===== config.mk =====
export PLATFORM = sky130hd
export DESIGN_NAME = saida_blink_ctrl
export DESIGN_NICKNAME = d
export VERILOG_FILES = /design/src/rtl/saida_blink_pkg.sv /design/src/rtl/saida_blink_channel.sv /design/src/rtl/saida_blink_ctrl.sv
export SDC_FILE = /design/constraint.sdc
export NUM_CORES = 1
export LEC_CHECK = 0
export CORE_ASPECT_RATIO = 0.7
export CORE_MARGIN = 2
export CORE_UTILIZATION = 25
export CTS_CLUSTER_SIZE = 20
export DETAILED_ROUTE_END_ITERATION = 6
export SLEW_MARGIN = 10
export SYNTH_ARGS = -nofsm -noshare
export SYNTH_HDL_FRONTEND = slang
export SYNTH_SLANG_ARGS = --single-unit

===== constraint.sdc =====
create_clock -name clk -period 3.6 [get_ports clk]
set_clock_uncertainty 0.1 [all_clocks]
set_input_delay 0.72 -clock clk [delete_from_list [all_inputs] [get_ports clk]]
set_output_delay 0.72 -clock clk [all_outputs]
set_load 0.02 [all_outputs]

===== src/rtl/saida_blink_pkg.sv =====
// saida_blink_pkg
//   Shared definitions for the three-channel LED blink sequencer.
//   - blink_state_t : per-channel state encoding (IDLE / ON / OFF).
//     The fourth code, 2'b11, is never produced.
//     Channel logic sends it back to IDLE on the next edge.
//   - DEFAULT_HALF_CYCLES / DEFAULT_CNT_W : 0.5 s phases at a 50 MHz clock.
package saida_blink_pkg;

  typedef enum logic [1:0] {
    IDLE = 2'b00,
    ON   = 2'b01,
    OFF  = 2'b10
  } blink_state_t;

  // 25e6 cycles = 0.5 s at 50 MHz; 25 bits holds 25e6-1.
  localparam int DEFAULT_HALF_CYCLES = 25_000_000;
  localparam int DEFAULT_CNT_W       = 25;

endpackage : saida_blink_pkg


===== src/rtl/saida_blink_channel.sv =====
// saida_blink_channel
//   One blink channel: a state register, a phase counter and the output decode.
//   While i_en is high, the channel alternates HALF_CYCLES cycles ON and
//   HALF_CYCLES cycles OFF. Each enabled stretch starts with a full ON phase.
//   When i_en drops, the channel returns to IDLE and clears the counter.
//
//   Handshake: none. i_en is a level sampled on every clk edge. There is no
//   valid/ready pair, and the channel can never stall.
//
// Ports
//   clk      in  1  system clock
//   reset_n  in  1  asynchronous active-low reset
//   i_en     in  1  channel enable (one PIO bit)
//   o_led    out 1  1 while the state register holds ON
//   o_active out 1  1 while the state register holds ON or OFF
module saida_blink_channel
  import saida_blink_pkg::*;
#(
  parameter int HALF_CYCLES = DEFAULT_HALF_CYCLES,
  parameter int CNT_W       = DEFAULT_CNT_W
) (
  input  logic clk,
  input  logic reset_n,
  input  logic i_en,
  output logic o_led,
  output logic o_active
);

  // Phase-end compare value, truncated to the counter width.
  localparam logic [CNT_W-1:0] LAST_CNT = CNT_W'(HALF_CYCLES - 1);

  blink_state_t     r_state;
  logic [CNT_W-1:0] r_cnt;
  blink_state_t     w_state_nxt;
  logic [CNT_W-1:0] w_cnt_nxt;

  always_ff @(posedge clk or negedge reset_n) begin
    if (!reset_n) begin
      r_state <= IDLE;
      r_cnt   <= '0;
    end else begin
      r_state <= w_state_nxt;
      r_cnt   <= w_cnt_nxt;
    end
  end

  // Every path other than "continue the current phase" clears the counter.
  // A disable therefore abandons the phase.
  // A re-enable always starts from cnt=0 in ON.
  always_comb begin
    w_state_nxt = IDLE;
    w_cnt_nxt   = '0;
    case (r_state)
      IDLE: begin
        if (i_en) w_state_nxt = ON;
      end
      ON: begin
        if (!i_en) begin
          w_state_nxt = IDLE;
        end else if (r_cnt == LAST_CNT) begin
          w_state_nxt = OFF;
        end else begin
          w_state_nxt = ON;
          w_cnt_nxt   = r_cnt + 1'b1;
        end
      end
      OFF: begin
        if (!i_en) begin
          w_state_nxt = IDLE;
        end else if (r_cnt == LAST_CNT) begin
          w_state_nxt = ON;
        end else begin
          w_state_nxt = OFF;
          w_cnt_nxt   = r_cnt + 1'b1;
        end
      end
      default: begin
        // Unused code 2'b11: recover to IDLE.
        w_state_nxt = IDLE;
      end
    endcase
  end

  // Decoded from the state register only, so there is no combinational path from i_en.
  assign o_led    = (r_state == ON);
  assign o_active = (r_state == ON) || (r_state == OFF);

endmodule : saida_blink_channel


===== src/rtl/saida_blink_ctrl.sv =====
// saida_blink_ctrl
//   Three-channel LED blink sequencer driven directly by a 3-bit PIO word.
//   Each bit of cmd_in enables one independent saida_blink_channel.
//
// Ports
//   clk           in  1  system clock shared with the PIO
//   reset_n       in  1  asynchronous active-low reset
//   cmd_in        in  3  per-channel enables (PIO out_port)
//   led_out       out 3  blink outputs to the pins
//   blink_active  out 3  1 while the channel is not IDLE
module saida_blink_ctrl
  import saida_blink_pkg::*;
#(
  parameter int HALF_CYCLES = DEFAULT_HALF_CYCLES,
  parameter int CNT_W       = DEFAULT_CNT_W
) (
  input  logic       clk,
  input  logic       reset_n,
  input  logic [2:0] cmd_in,
  output logic [2:0] led_out,
  output logic [2:0] blink_active
);

  for (genvar g = 0; g < 3; g++) begin : g_ch
    saida_blink_channel #(
      .HALF_CYCLES (HALF_CYCLES),
      .CNT_W       (CNT_W)
    ) u_ch (
      .clk      (clk),
      .reset_n  (reset_n),
      .i_en     (cmd_in[g]),
      .o_led    (led_out[g]),
      .o_active (blink_active[g])
    );
  end

endmodule : saida_blink_ctrl


==> load_flow_metrics.sql, run 1 <==
INSERT INTO impl_metrics (metric_group, metric, value, unit) VALUES
('outcome', 'run_status', 'finished clean', ''),
('worst_setup_path', 'timing.critical_path.buf_inv', '2', ''),
('global_route', 'gr-usage-all-layers', '10.3', '%'),
('pwr', 'pwr-share-seq', '44.8', '%'),
('clock_tree', 'clk-insertion-delay-late', '340', 'ps'),
('synthesis', 'number_of_enable_flip_flop_cells_after_synthesis', '0', ''),
('layout', 'layout-area-overhead-vs-synth', '14.2', '%'),
('global_route', 'vias_in_the_first_global_route', '3354', ''),
('pwr', 'p_sw', '423', 'uW'),
('layout', 'layout.filler_cells', '1805', ''),
('job', 'max_cap_violations', '0', ''),
('floorplanning', 'rows', '40', ''),
('worst_setup_path', 'cp_top_family', 'buffers and inverters', ''),
('clock_tree', 'cts_root_buffer', 'sky130_fd_sc_hd__clkbuf_16', ''),
('synthesis', 'post-synth-top-count-cell', 'sky130_fd_sc_hd__dfrtp_1', ''),
('sta', 'final_min_period_over_clock_period', '70.8', '%'),
('routing', 'firstDrtPassIters', '4', ''),
('synthesis', 'synth_cell_types', '41', ''),
('layout', 'multi_input_area', '0.00217', 'mm^2'),
('worst_setup_path', 'ff2ff_path_depth', '5', ''),
('floorplanning', 'core', '0.0172', 'mm^2'),
('floorplanning', 'die_width', '163', 'um'),
('clock_tree', 'tritoncts', 'built', ''),
('routing', 'post-route-drc-count', '0', ''),
('global_route', 'grt_start_max_net_pins', '82', ''),
('global_route', 'initial_antenna_violation_count', '0', ''),
('placed_design', 'buffer_ports.inserted', '10', ''),
('layout', 'seq_area', '0.00203', 'mm^2'),
('routing', 'drt_iter0_drc', '263', ''),
('pwr', 'gate_power_share', '3.9', '%'),
('sta', 'unrepaired_setup_endpoints_after_global_routing', 'false', ''),
('synthesis', 'postSynthRegisterBits', '81', ''),
('synthesis', 'synth_common_cells', 'sky130_fd_sc_hd__dfrtp_1, sky130_fd_sc_hd__nor2_1, sky130_fd_sc_hd__a21oi_1, sky130_fd_sc_hd__nand3_1, sky130_fd_sc_hd__inv_1', ''),
('sta', 'finalWorstPathRequiredPeriod', '2550', 'ps'),
('worst_setup_path', 'r2r_end', 'g_ch[0].u_ch.r_cnt[24]', ''),
('worst_setup_path', 'setup.worst_path.start_class', 'flop', ''),
('clock_tree', 'htreeDepth', '3', ''),
('pwr', 'power_density', '408', 'mW/mm^2'),
('clock_tree', 'postCtsSetupRepairBufs', '0', ''),
('worst_setup_path', 'worstSetupPathDepth', '3', ''),
('sta', 'worst_pin_slew', '1030', 'ps'),
('layout', 'antenna_cells_inserted', '0', ''),
('synthesis', 'synth.yosys.seq_area_share', '45.9', '%'),
('routing', 'detailroute.via_count', '3446', ''),
('worst_setup_path', 'crit_path_max_incr_delay', '610', 'ps'),
('worst_setup_path', 'worst_path_max_delay_cell', 'sky130_fd_sc_hd__clkdlybuf4s50_1', ''),
('pwr', 'sw_frac_of_total', '20.5', '%'),
('synthesis', 'synthDominantCellAreaShare', '45.9', '%'),
('routing', 'route.detailed.vias_per_inst', '4.88', ''),
('global_route', 'global_route.overflow_total', '0', ''),
('synthesis', 'ys_warn_count', '0', ''),
('worst_setup_path', 'end_kind', 'output pin', ''),
('placed_design', 'sum_of_net_half_perimeters_after_detailed_placement', '6030', 'um'),
('synthesis', 'yosysTopAreaCell', 'sky130_fd_sc_hd__dfrtp_1', ''),
('clock_tree', 'numClockSinks', '81', ''),
('sta', 'timing.max_slew.rel_slack', '31.6', '%'),
('clock_tree', 'clkSlewWorstSetupHoldPaths', '60', 'ps'),
('worst_setup_path', 'launch_point_of_the_worst_path', 'g_ch[0].u_ch.r_state[1]', ''),
('worst_setup_path', 'setup.worst_path.end', 'blink_active[0]', ''),
('layout', 'proportion_of_layout_cells_with_a_drive_suffix_above_1', '5.89', '%'),
('layout', 'nNetsFinal', '490', ''),
('sta', 'finalSetupTns', '0', 'ps'),
('synthesis', 'postSynthNetCount', '490', ''),
('pwr', 'vdd_drop_max', '0.000225', 'V'),
('routing', 'ant_nets', '0', ''),
('floorplanning', 'die_footprint', '0.0188', 'mm^2'),
('layout', 'layout.cell_area.non_filler', '0.00504', 'mm^2'),
('synthesis', 'post_synth_inst_count', '470', ''),
('synthesis', 'asyncSetResetFlopFracSynth', '100', '%'),
('placed_design', 'cell_area_reported_after_detailed_placement', '0.00470', 'mm^2'),
('synthesis', 'syn-cell-area', '0.00442', 'mm^2');
[power by group through the flow]
stage | clock network, mW | registers (mW) | logic, mW
detailed placement | 0 | 0.939 | 0.0830
global route | 1.12 | 0.923 | 0.0920
finish | 1.06 | 0.922 | 0.0806
global placement | 0 | 0.938 | 0.0810
CTS | 1.09 | 0.922 | 0.0838
floorplan | 0 | 0.938 | 0.0455
[cell families (layout without fill, tap and decap cells)]
group                      after synthesis  after routing  synth area share, %
adders and majority gates               15             15                 4.25
xor gates and xnor gates                35             35                 6.94
DFF                                     81             81                 45.9
buffers and inverters                   48             53                 4.96
and+or+nand+nor                        208            208                 27.2
AOI/OAI and AO/OA                       83             83                 10.8
[worst reg2reg max path: stages, from the launching register on]
cell and delay, ps:
sky130_fd_sc_hd__dfrtp_1 390, sky130_fd_sc_hd__ha_1 210, sky130_fd_sc_hd__nand3_2 160, sky130_fd_sc_hd__or4_1 750, sky130_fd_sc_hd__or4_1 530, sky130_fd_sc_hd__a21oi_1 160
[state kept, by name, indices dropped and copies added (netlist names)]
signal	count
g_ch.u_ch.r_cnt	75
g_ch.u_ch.r_state	6
[cell type report]
type / count / share of cell area, %
Tap cell: 231 / 5.73
Clock buffer: 11 / 4.82
Clock inverter: 5 / 2.04
Sequential cell: 81 / 40.2
Timing Repair Buffer: 13 / 2.38
Inverter: 24 / 1.79
Multi-Input combinational cell: 341 / 43.0
[cell usage in the layout (no fill, tap or decap), drive strengths merged, types with 2 or more instances in the layout]
| cell | count |
|---|---|
| a21oi | 37 |
| dfrtp | 81 |
| nor2 | 45 |
| clkbuf | 11 |
| or4 | 23 |
| xnor2 | 22 |
| a31oi | 3 |
| or3 | 18 |
| nand2b | 3 |
| xor2 | 13 |
| buf | 4 |
| and4 | 7 |
| and3 | 11 |
| o31ai | 16 |
| nand3 | 29 |
| and2 | 3 |
| inv | 24 |
| bufinv | 3 |
| nand2 | 21 |
| nor4b | 3 |
| nor4 | 7 |
| nand4 | 24 |
| nand4b | 2 |
| ha | 15 |
| clkdlybuf4s50 | 9 |
| o21ai | 23 |
| o211ai | 3 |
| nor3 | 7 |
[worst min path at each step]
stage,startpoint,to,slack [ps],cells after the start
after floorplan,reset_n,g_ch[0].u_ch.r_cnt[0],320,0
after global placement,g_ch[0].u_ch.r_cnt[0],g_ch[0].u_ch.r_cnt[0],370,1
after detailed placement,g_ch[0].u_ch.r_cnt[0],g_ch[0].u_ch.r_cnt[0],390,1
after CTS,g_ch[0].u_ch.r_cnt[0],g_ch[0].u_ch.r_cnt[0],400,1
after global routing,g_ch[1].u_ch.r_cnt[0],g_ch[1].u_ch.r_cnt[0],420,1
final,g_ch[0].u_ch.r_cnt[0],g_ch[0].u_ch.r_cnt[0],400,1
[metrics by stage]
| stage | worst slack, ps | hold slack (ps) | util [%] | power (mW) | std cells |
|---|---|---|---|---|---|
| 2_1_floorplan | 1490 | 324 | - | 0.983 | 470 |
| 3_3_place_gp | 1290 | 367 | 27.3 | 1.02 | 690 |
| 3_5_place_dp | 1240 | 393 | 27.3 | 1.02 | 690 |
| 4_1_cts | 1030 | 402 | 29.3 | 2.10 | 706 |
| 5_1_grt | 975 | 417 | 29.3 | 2.14 | 706 |
| 6_report | 1050 | 395 | 29.3 | 2.06 | 706 |
[metal layers]
metal  routed length (um)  vias to the layer above  GRT usage [%]
li1                     -                     1713              -
met1                 4420                     1673           13.6
met2                 4110                       48           16.4
met3                  275                       12           2.81
met4                  125                        0           3.89
met5                    0                        -              0
(Power assumes the default switching activity.)
==> run 2, diff against run 1 <==
- clock period: 3.6 -> 2.4 ns (I/O delays scaled with it)
==> run 2 against run 1 <==
  * Clock power increased by 29%
  * Wire length increased by 1.5%
  * Sequential share of layout area decreased by 0.28 points
  * Via count increased by 1.7%
  * Non-clock buffer count increased by 10
  * Largest cell class unchanged
==> load_flow_metrics.sql, run 2 (synthesized netlist as in run 1, its figures left out) <==
INSERT INTO impl_metrics (metric_group, metric, value, unit) VALUES
('clock_tree', 'clkSlewWorstSetupHoldPaths', '60', 'ps'),
('sta', 'timing.max_slew.rel_slack', '54.0', '%'),
('sta', 'worst_pin_slew', '684', 'ps'),
('layout', 'antenna_cells_inserted', '0', ''),
('layout', 'largest_register_ff_count', '75', ''),
('clock_tree', 'htreeDepth', '3', ''),
('sta', 'final-max-slew-violation-count', '0', ''),
('layout', 'post_layout_nonfiller_instances', '715', ''),
('sta', 'finalWorstPathRequiredPeriod', '2310', 'ps'),
('routing', 'route.detailed.vias_per_inst', '4.90', ''),
('routing', 'detail_route.wirelength', '9070', 'um'),
('clock_tree', 'numClockSinks', '81', ''),
('pwr', 'power_density', '567', 'mW/mm^2'),
('pwr', 'vdd_drop_max', '0.000316', 'V'),
('worst_setup_path', 'worst-endpoint-arrival', '1730', 'ps'),
('routing', 'drt_iter0_drc', '240', ''),
('placed_design', 'routabilityCongestion', '0.781', ''),
('worst_setup_path', 'end_kind', 'output pin', ''),
('routing', 'detailroute.via_count', '3506', ''),
('layout', 'nNetsFinal', '500', ''),
('floorplanning', 'rows', '40', ''),
('floorplanning', 'die_width', '163', 'um'),
('layout', 'largestRegisters', 'g_ch.u_ch.r_cnt (75), g_ch.u_ch.r_state (6)', ''),
('sta', 'max_freq', '0.433', 'GHz'),
('placed_design', 'placedCellCount', '700', ''),
('layout', 'proportion_of_layout_cells_with_a_drive_suffix_above_1', '7.85', '%'),
('layout', 'seq_area', '0.00203', 'mm^2'),
('job', 'max_cap_violations', '0', ''),
('layout', 'multi_input_area', '0.00217', 'mm^2'),
('floorplanning', 'fp.dieH', '115', 'um'),
('routing', 'firstDrtPassIters', '5', ''),
('clock_tree', 'cts.hold.buffers_added', '0', ''),
('floorplanning', 'core', '0.0172', 'mm^2'),
('outcome', 'run_status', 'finished clean', ''),
('layout', 'largest-register', 'g_ch.u_ch.r_cnt', ''),
('layout', 'final_cell_mix', 'sky130_fd_sc_hd__dfrtp_1, sky130_fd_sc_hd__nor2_1, sky130_fd_sc_hd__a21oi_1', ''),
('clock_tree', 'clk-insertion-delay-late', '340', 'ps'),
('routing', 'ant_nets', '0', ''),
('clock_tree', 'postCtsSetupRepairBufs', '0', ''),
('sta', 'post-route-worst-setup-slack', '89.9', 'ps'),
('hold_path', 'holdCritPathClass', 'in -> async', ''),
('routing', 'routedWlPerCell', '12.7', 'um'),
('placed_design', 'buffer_ports.inserted', '10', ''),
('layout', 'layout-area-overhead-vs-synth', '15.0', '%'),
('worst_setup_path', 'critical_path_class', 'reg -> out', ''),
('global_route', 'initial_antenna_violation_count', '0', ''),
('sta', 'finalSetupTns', '0', 'ps'),
('worst_setup_path', 'setup.worst_path.start_class', 'flop', ''),
('worst_setup_path', 'critical_path_peak_fanout', '3', ''),
('clock_tree', 'post_cts_resize_count', '0', ''),
('global_route', 'gr-usage-all-layers', '10.6', '%'),
('clock_tree', 'cts_made_buffers', '9', ''),
('sta', 'hold_viol_final', '0', ''),
('floorplanning', 'floorplan.initialDensity', '25.6', '%'),
('clock_tree', 'tritoncts', 'built', ''),
('global_route', 'vias_in_the_first_global_route', '3399', ''),
('global_route', 'grt_start_max_net_pins', '43', ''),
('clock_tree', 'cts_root_buffer', 'sky130_fd_sc_hd__clkbuf_16', ''),
('pwr', 'total_leakage_power', '1.89', 'nW'),
('sta', 'setup_viol', '0', ''),
('global_route', 'global_route.overflow_total', '0', ''),
('clock_tree', 'ctsLongestPathBuffers', '2', ''),
('floorplanning', 'die_footprint', '0.0188', 'mm^2'),
('layout', 'layout.cells.most_common', 'sky130_fd_sc_hd__dfrtp_1', ''),
('sta', 'unrepaired_setup_endpoints_after_global_routing', 'false', ''),
('routing', 'post-route-drc-count', '0', ''),
('global_route', 'grt_first_pass_wirelength', '16100', 'um'),
('floorplanning', 'pin_count', '11', ''),
('placed_design', 'sum_of_net_half_perimeters_after_detailed_placement', '6330', 'um'),
('worst_setup_path', 'required', '1820', 'ps'),
('layout', 'layout.filler_cells', '1798', ''),
('placed_design', 'dpl_worst_slack', '169', 'ps'),
('sta', 'final_min_period_over_clock_period', '96.3', '%');
[run 2: changes by cell type in the layout (fill, tap and decap cells not counted), sizes merged]
cell and delta:
clkbuf -2, bufinv -2, inv +2, clkinvlp +1
buf +10
[run 2: worst paths after layout]
kind | start | endpoint | slack, ps | cells past startpoint
max | g_ch[1].u_ch.r_state[1] | blink_active[1] | 90 | 3
min | reset_n | g_ch[0].u_ch.r_cnt[17] | 40 | 1
max reg2reg | g_ch[0].u_ch.r_cnt[0] | g_ch[0].u_ch.r_cnt[16] | 160 | 6
min reg2reg | g_ch[0].u_ch.r_cnt[0] | g_ch[0].u_ch.r_cnt[0] | 400 | 1
max in group asynchronous | reset_n | g_ch[2].u_ch.r_cnt[17] | 1540 | 2
min in group clk | g_ch[0].u_ch.r_cnt[0] | g_ch[0].u_ch.r_cnt[0] | 400 | 1
[run 2: where the power goes]
group	internal [mW]	switching, mW	total [mW]
Combinational	0.0431	0.0849	0.128
Sequential	1.37	0.00904	1.38
Clock	0.805	0.563	1.37
Total	2.22	0.657	2.88
[run 2: layer usage]
metal  wire length, um  part of all wire [%]  global-route usage [%]
met5                 0                     0                       0
met3               410                   4.5                    3.35
met2              3980                    44                    16.5
met1              4600                    51                    14.2
met4                79                  0.87                    3.01
[run 2: critical path, stage by stage (launching register included)]
cell	delay (ps)
sky130_fd_sc_hd__dfrtp_1	380
sky130_fd_sc_hd__inv_1	80
sky130_fd_sc_hd__ha_1	310
sky130_fd_sc_hd__clkdlybuf4s50_1	620
[run 2: through the flow]
step                cell area (um^2)  total power [mW]  hold slack (ps)  utilization [%]
global placement                4780              1.54              367             27.8
CTS                             5080              2.93             50.7             29.5
detailed placement              4780              1.54              391             27.8
finish                          5080              2.88             37.3             29.5
global route                    5080              3.01             74.6             29.5
floorplan                       4420              1.47             84.4                -
[run 2: cell type report]
type / count / share of cell area [%]
timing repair buffer: 23 / 4.09
tap: 231 / 5.69
inverter: 24 / 1.77
multi-input combinational: 341 / 42.7
clock buffer: 9 / 4.44
sequential: 81 / 39.9
clock inverter: 6 / 1.33
==> run 3, diff against run 2 <==
- SETUP_SLACK_MARGIN: unset -> 0.3
- SYNTH_HIERARCHICAL: unset -> 1
==> run 3 against run 2 <==
  * Via count is 1.3% lower
  * Wire length increased by 2.8%
  * Power decreased by 3.3%
  * Largest cell class unchanged
==> load_flow_metrics.sql, run 3 <==
INSERT INTO impl_metrics (metric_group, metric, value, unit) VALUES
('synthesis', 'yosysTopAreaCell', 'sky130_fd_sc_hd__dfrtp_1', ''),
('sta', 'post-route-worst-setup-slack', '382', 'ps'),
('layout', 'layout-area-overhead-vs-synth', '15.7', '%'),
('worst_setup_path', 'worst-endpoint-arrival', '1440', 'ps'),
('layout', 'largestRegisters', 'g_ch.u_ch/r_cnt (75), g_ch.u_ch/r_state (6)', ''),
('clock_tree', 'clkSlewWorstSetupHoldPaths', '60', 'ps'),
('synthesis', 'syn_avg_cell_area', '9.74', 'um^2'),
('sta', 'timing.max_slew.rel_slack', '61.4', '%'),
('synthesis', 'postSynthRegisterBits', '81', ''),
('layout', 'antenna_cells_inserted', '0', ''),
('clock_tree', 'cts_made_buffers', '9', ''),
('routing', 'ant_nets', '0', ''),
('worst_setup_path', 'required', '1820', 'ps'),
('placed_design', 'cell_area_reported_after_detailed_placement', '0.00478', 'mm^2'),
('pwr', 'total_power', '2.78', 'mW'),
('clock_tree', 'cts_root_buffer', 'sky130_fd_sc_hd__clkbuf_16', ''),
('layout', 'largest_register_ff_count', '75', ''),
('layout', 'layout.cells.most_common', 'sky130_fd_sc_hd__dfrtp_1', ''),
('worst_setup_path', 'crit_chain', 'inv_1 -> ha_1 -> clkdlybuf4s15_1', ''),
('clock_tree', 'clk-insertion-delay-late', '340', 'ps'),
('routing', 'detail_route.wirelength', '9320', 'um'),
('job', 'max_cap_violations', '0', ''),
('floorplanning', 'die_footprint', '0.0188', 'mm^2'),
('clock_tree', 'ctsLongestPathBuffers', '2', ''),
('routing', 'routedWlPerCell', '13.2', 'um'),
('synthesis', 'asyncSetResetFlopFracSynth', '100', '%'),
('floorplanning', 'pin_count', '11', ''),
('synthesis', 'synth_common_cells', 'sky130_fd_sc_hd__dfrtp_1, sky130_fd_sc_hd__nor2_1, sky130_fd_sc_hd__a21oi_1, sky130_fd_sc_hd__nand3_1, sky130_fd_sc_hd__o31ai_1', ''),
('placed_design', 'sum_of_net_half_perimeters_after_detailed_placement', '6320', 'um'),
('worst_setup_path', 'end_kind', 'output pin', ''),
('sta', 'setup_viol', '0', ''),
('synthesis', 'synth.yosys.seq_area_share', '45.9', '%'),
('placed_design', 'routabilityCongestion', '0.760', ''),
('floorplanning', 'die_width', '163', 'um'),
('sta', 'final_min_period_over_clock_period', '84.1', '%'),
('global_route', 'global_route.overflow_total', '0', ''),
('routing', 'route.detailed.vias_per_inst', '4.91', ''),
('layout', 'post_layout_nonfiller_instances', '705', ''),
('synthesis', 'number_of_enable_flip_flop_cells_after_synthesis', '0', ''),
('sta', 'worst_pin_slew', '579', 'ps'),
('clock_tree', 'tritoncts', 'built', ''),
('sta', 'whs', '39.1', 'ps'),
('global_route', 'gr-usage-all-layers', '10.7', '%'),
('routing', 'detailroute.via_count', '3461', ''),
('pwr', 'total_leakage_power', '1.94', 'nW'),
('outcome', 'run_status', 'finished clean', ''),
('placed_design', 'placedCellCount', '686', ''),
('routing', 'post-route-drc-count', '0', ''),
('worst_setup_path', 'setup.worst_path.start_class', 'flop', ''),
('sta', 'finalWorstPathRequiredPeriod', '2020', 'ps'),
('layout', 'finish.utilization', '29.7', '%'),
('layout', 'nNetsFinal', '489', ''),
('synthesis', 'synth-main-ff-cell', 'sky130_fd_sc_hd__dfrtp_1', ''),
('global_route', 'vias_in_the_first_global_route', '3570', ''),
('worst_setup_path', 'cp_top_family', 'buffers and inverters', ''),
('layout', 'largest-register', 'g_ch.u_ch/r_cnt', ''),
('synthesis', 'ys_top_cells_by_area', 'sky130_fd_sc_hd__dfrtp_1, sky130_fd_sc_hd__ha_1, sky130_fd_sc_hd__a21oi_1, sky130_fd_sc_hd__o31ai_1, sky130_fd_sc_hd__or4_1', ''),
('hold_path', 'holdCritPathClass', 'in -> async', ''),
('global_route', 'initial_antenna_violation_count', '0', ''),
('routing', 'firstDrtPassIters', '4', ''),
('sta', 'hold_viol_final', '0', ''),
('sta', 'final-max-slew-violation-count', '0', ''),
('global_route', 'grt_first_pass_wirelength', '16400', 'um'),
('synthesis', 'synthDominantCellAreaShare', '45.9', '%'),
('pwr', 'vdd_drop_max', '0.000326', 'V'),
('sta', 'unrepaired_setup_endpoints_after_global_routing', 'false', ''),
('clock_tree', 'numClockSinks', '81', ''),
('worst_setup_path', 'crit_path_max_incr_delay', '380', 'ps'),
('synthesis', 'postSynthNetCount', '474', ''),
('sta', 'finalSetupTns', '0', 'ps'),
('placed_design', 'dpl_worst_slack', '244', 'ps'),
('layout', 'layout.filler_cells', '1818', ''),
('layout', 'proportion_of_layout_cells_with_a_drive_suffix_above_1', '11.8', '%'),
('clock_tree', 'cts.hold.buffers_added', '0', ''),
('layout', 'layout.cell_area.non_filler', '0.00512', 'mm^2'),
('sta', 'max_freq', '0.496', 'GHz'),
('synthesis', 'syn-cell-area', '0.00442', 'mm^2'),
('worst_setup_path', 'timing.critical_path.buf_inv', '2', ''),
('layout', 'final_cell_mix', 'sky130_fd_sc_hd__dfrtp_1, sky130_fd_sc_hd__nor2_1, sky130_fd_sc_hd__a21oi_1', ''),
('floorplanning', 'core', '0.0172', 'mm^2'),
('synthesis', 'ys_warn_count', '6', ''),
('floorplanning', 'floorplan.initialDensity', '25.7', '%'),
('worst_setup_path', 'worst_path_max_delay_cell', 'sky130_fd_sc_hd__dfrtp_1', ''),
('floorplanning', 'fp.dieH', '115', 'um'),
('placed_design', 'buffer_ports.inserted', '10', ''),
('synthesis', 'post-synth-top-count-cell', 'sky130_fd_sc_hd__dfrtp_1', ''),
('floorplanning', 'rows', '40', ''),
('routing', 'drt_iter0_drc', '256', ''),
('worst_setup_path', 'critical_path_class', 'reg -> out', ''),
('synthesis', 'synth_cell_types', '40', ''),
('global_route', 'grt_start_max_net_pins', '45', ''),
('worst_setup_path', 'critical_path_peak_fanout', '3', ''),
('pwr', 'power_density', '544', 'mW/mm^2'),
('clock_tree', 'htreeDepth', '3', ''),
('synthesis', 'post_synth_inst_count', '454', '');
## run 3: changes by cell type in the layout (fill, tap and decap cells not counted), sizes merged, moves of 5 or more
cell           before  now
o21ai              23   14
o31ai              16   24
xnor2              22   14
nor2               45   38
nor3                7    0
clkdlybuf4s50       9    3
nand4              24   18
inv                26   21
nand3              29   34
xor2               13   18
## run 3: logic make-up (layout without fill, tap and decap cells)
group | count (synthesis) | in the layout | synth area share (%)
AND/OR/NAND/NOR | 199 | 199 | 26.5
buffers and inverters | 38 | 58 | 4.10
flip-flops | 81 | 81 | 45.9
adder cells (fa/ha/maj) | 15 | 15 | 4.25
XOR/XNOR | 32 | 32 | 6.34
AO/OA/AOI/OAI | 89 | 89 | 13.0
## run 3: final cells by class
class                           count  area, um^2  area share (%)
Sequential cell                    81        2030            39.6
Inverter                           21        78.8            1.54
Multi-Input combinational cell    335        2260            44.2
Clock buffer                       11         243            4.74
Tap cell                          231         289            5.65
Timing Repair Buffer               21         184            3.60
Clock inverter                      5        31.3           0.611
## run 3: timing repair
| action | 4_1_cts | 5_1_grt |
|---|---|---|
| gates resized for setup | 8 | 13 |
| endpoints found under the setup margin | 10 | 32 |
| pin swaps | 0 | 1 |
| buffers inserted | 0 | 3 |
## run 3: final timing paths
kind | from | endpoint | slack [ps] | cells past startpoint
worst max-delay path | g_ch[1].u_ch/r_state[0] | blink_active[1] | 380 | 3
worst min-delay path | reset_n | g_ch[1].u_ch/r_cnt[0] | 40 | 1
worst min register to register | g_ch[1].u_ch/r_cnt[0] | g_ch[1].u_ch/r_cnt[0] | 380 | 1
min in group clk | g_ch[1].u_ch/r_cnt[0] | g_ch[1].u_ch/r_cnt[0] | 380 | 1
worst max register to register | g_ch[1].u_ch/r_cnt[0] | g_ch[1].u_ch/r_cnt[22] | 390 | 5
max in group asynchronous | reset_n | g_ch[2].u_ch/r_cnt[21] | 1530 | 2
## run 3: per-layer routing
layer	up-vias	routed length [um]	part of all wire, %	GRT usage (%)
met4	0	109	1.2	3.19
li1	1709	-	-	-
met5	-	0	0	0
met2	47	4180	45	17.4
met1	1692	4710	51	13.9
met3	13	321	3.4	3.07
## run 3: where the power goes
group	internal [mW]	leakage (nW)	total, mW	switching, mW
registers	1.37	1.12	1.38	0.00782
clock network	0.725	0.135	1.28	0.553
logic	0.0404	0.675	0.124	0.0834
total	2.14	1.94	2.78	0.644
